==> config.mk <==
export PLATFORM = sky130hd
export DESIGN_NAME = toy_mext_rs
export DESIGN_NICKNAME = d
export VERILOG_FILES = /design/src/rtl/toy_mext_rs.sv
export SDC_FILE = /design/constraint.sdc
export NUM_CORES = 1
export LEC_CHECK = 0
export BUFFER_PORTS_ARGS = -buffer_cell sky130_fd_sc_hd__buf_4
export CAP_MARGIN = 20
export CORE_MARGIN = 10
export CORE_UTILIZATION = 40
export DETAILED_ROUTE_END_ITERATION = 10
export REMOVE_ABC_BUFFERS = 1
export SETUP_SLACK_MARGIN = 0.15
export SYNTH_ARGS = -nofsm -noshare
export SYNTH_HDL_FRONTEND = slang
export SYNTH_SLANG_ARGS = --single-unit
==> constraint.sdc <==
create_clock -name clk -period 3.7 [get_ports clk]
set_input_delay 0 -clock clk [delete_from_list [all_inputs] [get_ports clk]]
set_output_delay 0 -clock clk [all_outputs]
set_load 0.1 [all_outputs]
==> src/rtl/toy_mext_rs.sv <==
// toy_mext_rs: collapsing-queue reservation station in front of the M-extension unit.
// Entries stay packed toward slot 0, so slot 0 always holds the oldest micro-op.
// When an entry issues, every younger entry moves down one slot on the same edge.
// Ports:
//   clk, rst_n                      clock, async active-low reset
//   disp_vld/disp_rdy/disp_pld      dispatch handshake and opaque payload
//   disp_rs{1,2}_idx/_rdy           source tags and their already-ready bits
//   wake_en/wake_idx                wake-up broadcasts (port k at [k*PHY_W +: PHY_W])
//   cancel_en                       flush of the whole queue
//   issue_vld/issue_rdy/issue_*     issue handshake, payload and source tags
//   entry_cnt                       number of occupied entries
module toy_mext_rs #(
  parameter int DEPTH     = 4,
  parameter int PLD_WIDTH = 128,
  parameter int PHY_W     = 7,
  parameter int WAKE_NUM  = 3
) (
  input  logic                        clk,
  input  logic                        rst_n,
  input  logic                        disp_vld,
  output logic                        disp_rdy,
  input  logic [PLD_WIDTH-1:0]        disp_pld,
  input  logic [PHY_W-1:0]            disp_rs1_idx,
  input  logic                        disp_rs1_rdy,
  input  logic [PHY_W-1:0]            disp_rs2_idx,
  input  logic                        disp_rs2_rdy,
  input  logic [WAKE_NUM-1:0]         wake_en,
  input  logic [WAKE_NUM*PHY_W-1:0]   wake_idx,
  input  logic                        cancel_en,
  output logic                        issue_vld,
  input  logic                        issue_rdy,
  output logic [PLD_WIDTH-1:0]        issue_pld,
  output logic [PHY_W-1:0]            issue_rs1_idx,
  output logic [PHY_W-1:0]            issue_rs2_idx,
  output logic [$clog2(DEPTH+1)-1:0]  entry_cnt
);

  localparam int CW = $clog2(DEPTH+1);

  typedef struct packed {
    logic                 vld;
    logic [PLD_WIDTH-1:0] pld;
    logic [PHY_W-1:0]     rs1_idx;
    logic                 rs1_rdy;
    logic [PHY_W-1:0]     rs2_idx;
    logic                 rs2_rdy;
  } ent_t;

  ent_t [DEPTH-1:0] ent_q, ent_w, ent_n;
  ent_t             new_ent;
  logic [CW-1:0]    cnt_q, cnt_n, wr_pos;
  logic             do_iss, do_disp;
  int               sel;

  // A tag matches if any enabled broadcast port carries that tag.
  function automatic logic woke(input logic [WAKE_NUM-1:0] en,
                                input logic [WAKE_NUM*PHY_W-1:0] idx,
                                input logic [PHY_W-1:0] tag);
    logic hit;
    hit = 1'b0;
    for (int k = 0; k < WAKE_NUM; k++)
      if (en[k] && idx[k*PHY_W +: PHY_W] == tag) hit = 1'b1;
    return hit;
  endfunction

  assign disp_rdy  = (cnt_q < CW'(DEPTH));
  assign entry_cnt = cnt_q;

  // Apply this cycle's wakes to the stored entries. The woken state only feeds
  // the next-state logic. Select reads registered state, so wakes that arrive in
  // this cycle cannot make an entry issuable until the next cycle.
  always_comb begin
    ent_w         = ent_q;
    issue_vld     = 1'b0;
    issue_pld     = '0;
    issue_rs1_idx = '0;
    issue_rs2_idx = '0;
    sel           = 0;
    for (int i = 0; i < DEPTH; i++) begin
      ent_w[i].rs1_rdy = ent_q[i].rs1_rdy | woke(wake_en, wake_idx, ent_q[i].rs1_idx);
      ent_w[i].rs2_rdy = ent_q[i].rs2_rdy | woke(wake_en, wake_idx, ent_q[i].rs2_idx);
    end
    // Scan from the youngest slot to the oldest, so the last hit is the oldest ready entry.
    for (int i = DEPTH-1; i >= 0; i--) begin
      if (ent_q[i].vld && ent_q[i].rs1_rdy && ent_q[i].rs2_rdy) begin
        issue_vld     = 1'b1;
        sel           = i;
        issue_pld     = ent_q[i].pld;
        issue_rs1_idx = ent_q[i].rs1_idx;
        issue_rs2_idx = ent_q[i].rs2_idx;
      end
    end
  end

  always_comb begin
    do_iss  = issue_vld & issue_rdy & ~cancel_en;
    do_disp = disp_vld & disp_rdy & ~cancel_en;

    new_ent.vld     = 1'b1;
    new_ent.pld     = disp_pld;
    new_ent.rs1_idx = disp_rs1_idx;
    new_ent.rs1_rdy = disp_rs1_rdy | woke(wake_en, wake_idx, disp_rs1_idx);
    new_ent.rs2_idx = disp_rs2_idx;
    new_ent.rs2_rdy = disp_rs2_rdy | woke(wake_en, wake_idx, disp_rs2_idx);

    // If an issue removes one entry in the same cycle, the new entry goes one slot lower.
    wr_pos = cnt_q - CW'(do_iss);
    ent_n  = ent_w;

    if (do_iss) begin
      for (int i = 0; i < DEPTH-1; i++)
        if (i >= sel) ent_n[i] = ent_w[i+1];
      ent_n[DEPTH-1] = '0;
    end

    for (int i = 0; i < DEPTH; i++)
      if (do_disp && wr_pos == CW'(i)) ent_n[i] = new_ent;

    cnt_n = cnt_q + CW'(do_disp) - CW'(do_iss);

    if (cancel_en) begin
      for (int i = 0; i < DEPTH; i++) ent_n[i].vld = 1'b0;
      cnt_n = '0;
    end
  end

  always_ff @(posedge clk or negedge rst_n) begin
    if (!rst_n) begin
      ent_q <= '0;
      cnt_q <= '0;
    end else begin
      ent_q <= ent_n;
      cnt_q <= cnt_n;
    end
  end

endmodule

==> impl_metrics.json <==
{
  "finalSetupTns_ps": 0,
  "tritoncts": "built",
  "post-route-min-period_ps": 3390,
  "setup-violations-final": 0,
  "hold_viol_final": 0,
  "clock_path_buffers": 3,
  "drc_errors": 0,
  "crit_arrival_ps": 3390,
  "hp-class": "in -> async",
  "ir_worst_vdd_mv": 0.391,
  "cap_violations": 0,
  "grt_pass1_vias": 27400,
  "syn_area_sq_um": 32300,
  "place_ws_ps": 544,
  "rows": 104,
  "h-tree-depth": 3,
  "drive_gt1_share_pct": 13.1,
  "skew_ps": 25.7,
  "setup_ws_ps": 307,
  "grt_max_degree": 188,
  "path_cells": "and3_4 > buf_12 > a221o_1 > o21ai_0 > o21ai_0 > buf_4",
  "crit_buf_inv": 2,
  "wl_um": 102000,
  "grt_pass1_wl_um": 163000,
  "antenna_found_initial": 5,
  "fin_crit_sh_pct": 91.7,
  "syn2layout_area_growth_pct": 21.4,
  "finalMaxSlewViolations": 0,
  "final_nets": 4024,
  "dr.pass1.iters": 5,
  "final_cell_mix": "860 x nand2_1, 695 x o21ai_0, 583 x dfrtp_1",
  "tightest_slew_ps": 960,
  "core_sq_um": 80300,
  "synth_warnings": 0,
  "clk_latency_ps": 610,
  "worst_path_max_delay_cell": "o21ai_0",
  "route.vias.total": 27100,
  "synth-seq-cells": 583,
  "worst_path_most_repeated_cell": "o21ai_0",
  "synth.avg_cell_area_sq_um": 8.94,
  "max_clock_freq_mhz": 295,
  "ioPinCount": 320,
  "path_delay_family": "buffers and inverters",
  "dp.cells": 4685,
  "slowest_delay_ps": 690,
  "crit_path_end_kind": "primary output",
  "fillCellCount": 7575,
  "required_ps": 3700,
  "rrSetupSlack_ps": 400,
  "routedWlPerCell_um": 20.6,
  "cts_post_setup_buffers_inserted": 0,
  "ys_seq_area_share_pct": 45.1,
  "grt-ovfl-total": 0,
  "place.detailed.hpwl_um": 61400,
  "port-buffer-count": 319,
  "ant_nets": 0,
  "yosysUniqueCellTypes": 39,
  "r2r_start": "ent_q[145]",
  "cts_sinks": 583,
  "leakagePower_nw": 17.6,
  "crit_type": "reg -> out",
  "power_w": 0.0247,
  "place_congestion": 0.893,
  "rsz0062_at_grt": "no",
  "r2r_cells": 13,
  "initial_core_util_pct": 40.3,
  "die-width_um": 304,
  "slew_headroom_pct": 36.0,
  "clk_pin_slew_ps": 60,
  "vias_per_cell": 5.47,
  "ctsRootBufferMaster": "clkbuf_16",
  "final_common_cell": "nand2_1",
  "start_kind": "flip-flop",
  "power_density_nw_per_um2": 629,
  "dieArea_sq_um": 92600,
  "layout.cells.non_filler": 4958,
  "syn-instance-count": 3617,
  "die_y_um": 304,
  "crit_fanout": 143,
  "grt_usage_pct": 21.6,
  "cts_buffers": 70,
  "outcome": "completed",
  "r2r_end": "ent_q[435]",
  "drt_iter0_markers": 1805
}
registers in the layout, indices dropped and copies added, names as in the netlist:
name	cells
entry_cnt	3
ent_q	580
worst register-to-register path, stage by stage (launching register included):
cell,delay [ps]
dfrtp_1,430
and3_4,220
nor3_2,260
nand2_1,190
nand2_4,110
inv_1,90
ha_1,190
ha_1,190
or2_4,280
nor3_4,260
buf_6,220
or2_2,130
o21ai_0,60
dlygate4sd3_1,570
kinds of logic (layout without fill, tap and decap cells):
family	Yosys count	in the layout	share of synthesized area (%)
AOI/OAI and AO/OA	1009	1009	17.9
and+or+nand+nor	994	994	12.3
DFF	583	583	45.1
muxes	432	432	13.4
buffers and inverters	382	662	5.41
xor gates and xnor gates	212	212	5.74
adders and majority gates	5	5	0.217
other	0	1	0
worst max path at each step:
stage               slack (ps)            to  startpoint  depth (start not counted)
global placement           610    ent_q[173]  ent_q[145]                         12
CTS                        180    ent_q[435]  ent_q[145]                         13
finish                     310  issue_pld[1]  ent_q[434]                          6
global route               170    ent_q[435]  ent_q[145]                         13
floorplan               -11290    ent_q[290]    ent_q[0]                          5
detailed placement         540    ent_q[180]  ent_q[145]                         12
layer usage:
| layer | share of wire (%) | vias up | track usage [%] |
|---|---|---|---|
| li1 | - | 13000 | - |
| met1 | 46 | 13200 | 30.0 |
| met2 | 46 | 792 | 34.5 |
| met3 | 6.0 | 163 | 3.48 |
| met4 | 2.2 | 8 | 5.79 |
| met5 | 0.055 | - | 0 |
cell usage after synthesis:
| cell | instances | share of area [%] |
|---|---|---|
| mux2i_1 | 428 | 13 |
| a31o_2 | 1 | 0.027 |
| and2_4 | 2 | 0.054 |
| dfrtp_1 | 583 | 45 |
| nor3_1 | 3 | 0.046 |
| ha_1 | 4 | 0.15 |
| mux2_2 | 4 | 0.14 |
| nor2_1 | 42 | 0.49 |
| nor3_4 | 1 | 0.050 |
| o21ai_1 | 158 | 2.4 |
| buf_2 | 83 | 1.3 |
| buf_6 | 18 | 0.63 |
| nor4_1 | 14 | 0.27 |
| buf_8 | 1 | 0.046 |
| or3b_4 | 1 | 0.035 |
| a21oi_1 | 7 | 0.11 |
| nor2_2 | 2 | 0.039 |
| a221o_1 | 141 | 4.4 |
| or2_4 | 1 | 0.027 |
| a221oi_1 | 1 | 0.027 |
| xor2_1 | 37 | 1.0 |
| and3_1 | 4 | 0.077 |
| or2_2 | 1 | 0.019 |
| inv_1 | 7 | 0.081 |
| nand3_1 | 5 | 0.077 |
| a21o_1 | 2 | 0.046 |
| nand4_1 | 52 | 1.0 |
| a211oi_1 | 2 | 0.046 |
| nand3b_1 | 1 | 0.023 |
| nor2b_1 | 2 | 0.039 |
| clkbuf_2 | 4 | 0.062 |
| o21ai_0 | 695 | 11 |
| fa_1 | 1 | 0.062 |
| xnor2_1 | 175 | 4.7 |
| buf_4 | 16 | 0.37 |
| buf_1 | 14 | 0.16 |
| clkbuf_1 | 239 | 2.8 |
| a41oi_1 | 2 | 0.054 |
| nand2_1 | 863 | 10 |
timing repair:
item | CTS | global route
resized for setup | 0 | 2
setup endpoints to repair | 0 | 1
endpoints found under the hold margin | 760 | 0
hold buffers | 149 | 0
layout make-up:
class / instances / area (sq um) / area share, %
clock inverter: 21 / 313 / 0.797
sequential: 583 / 14600 / 37.2
clock buffer: 102 / 2010 / 5.13
multi-input combinational: 2652 / 16100 / 41.0
antenna: 1 / 2.50 / 0.00637
inverter: 7 / 26.3 / 0.0669
timing repair buffer: 532 / 4920 / 12.5
tap: 1060 / 1330 / 3.38
metrics by stage:
step                cell area [sq um]  hold WS (ps)  utilization, %
floorplan                       30600          -296               -
global placement                35400          92.4            44.1
detailed placement              35400          89.9            44.1
CTS                             39300          11.9            48.9
global route                    39300          68.1            48.9
finish                          39300          38.4            48.9
report_power, final:
part | total, W | leakage [nW] | switching, W | internal [W]
clock network | 0.00706 | 1.14 | 0.00280 | 0.00427
logic | 0.00642 | 8.92 | 0.00366 | 0.00276
registers | 0.0112 | 7.56 | 0.00225 | 0.00896
(Power assumes the default switching activity.)
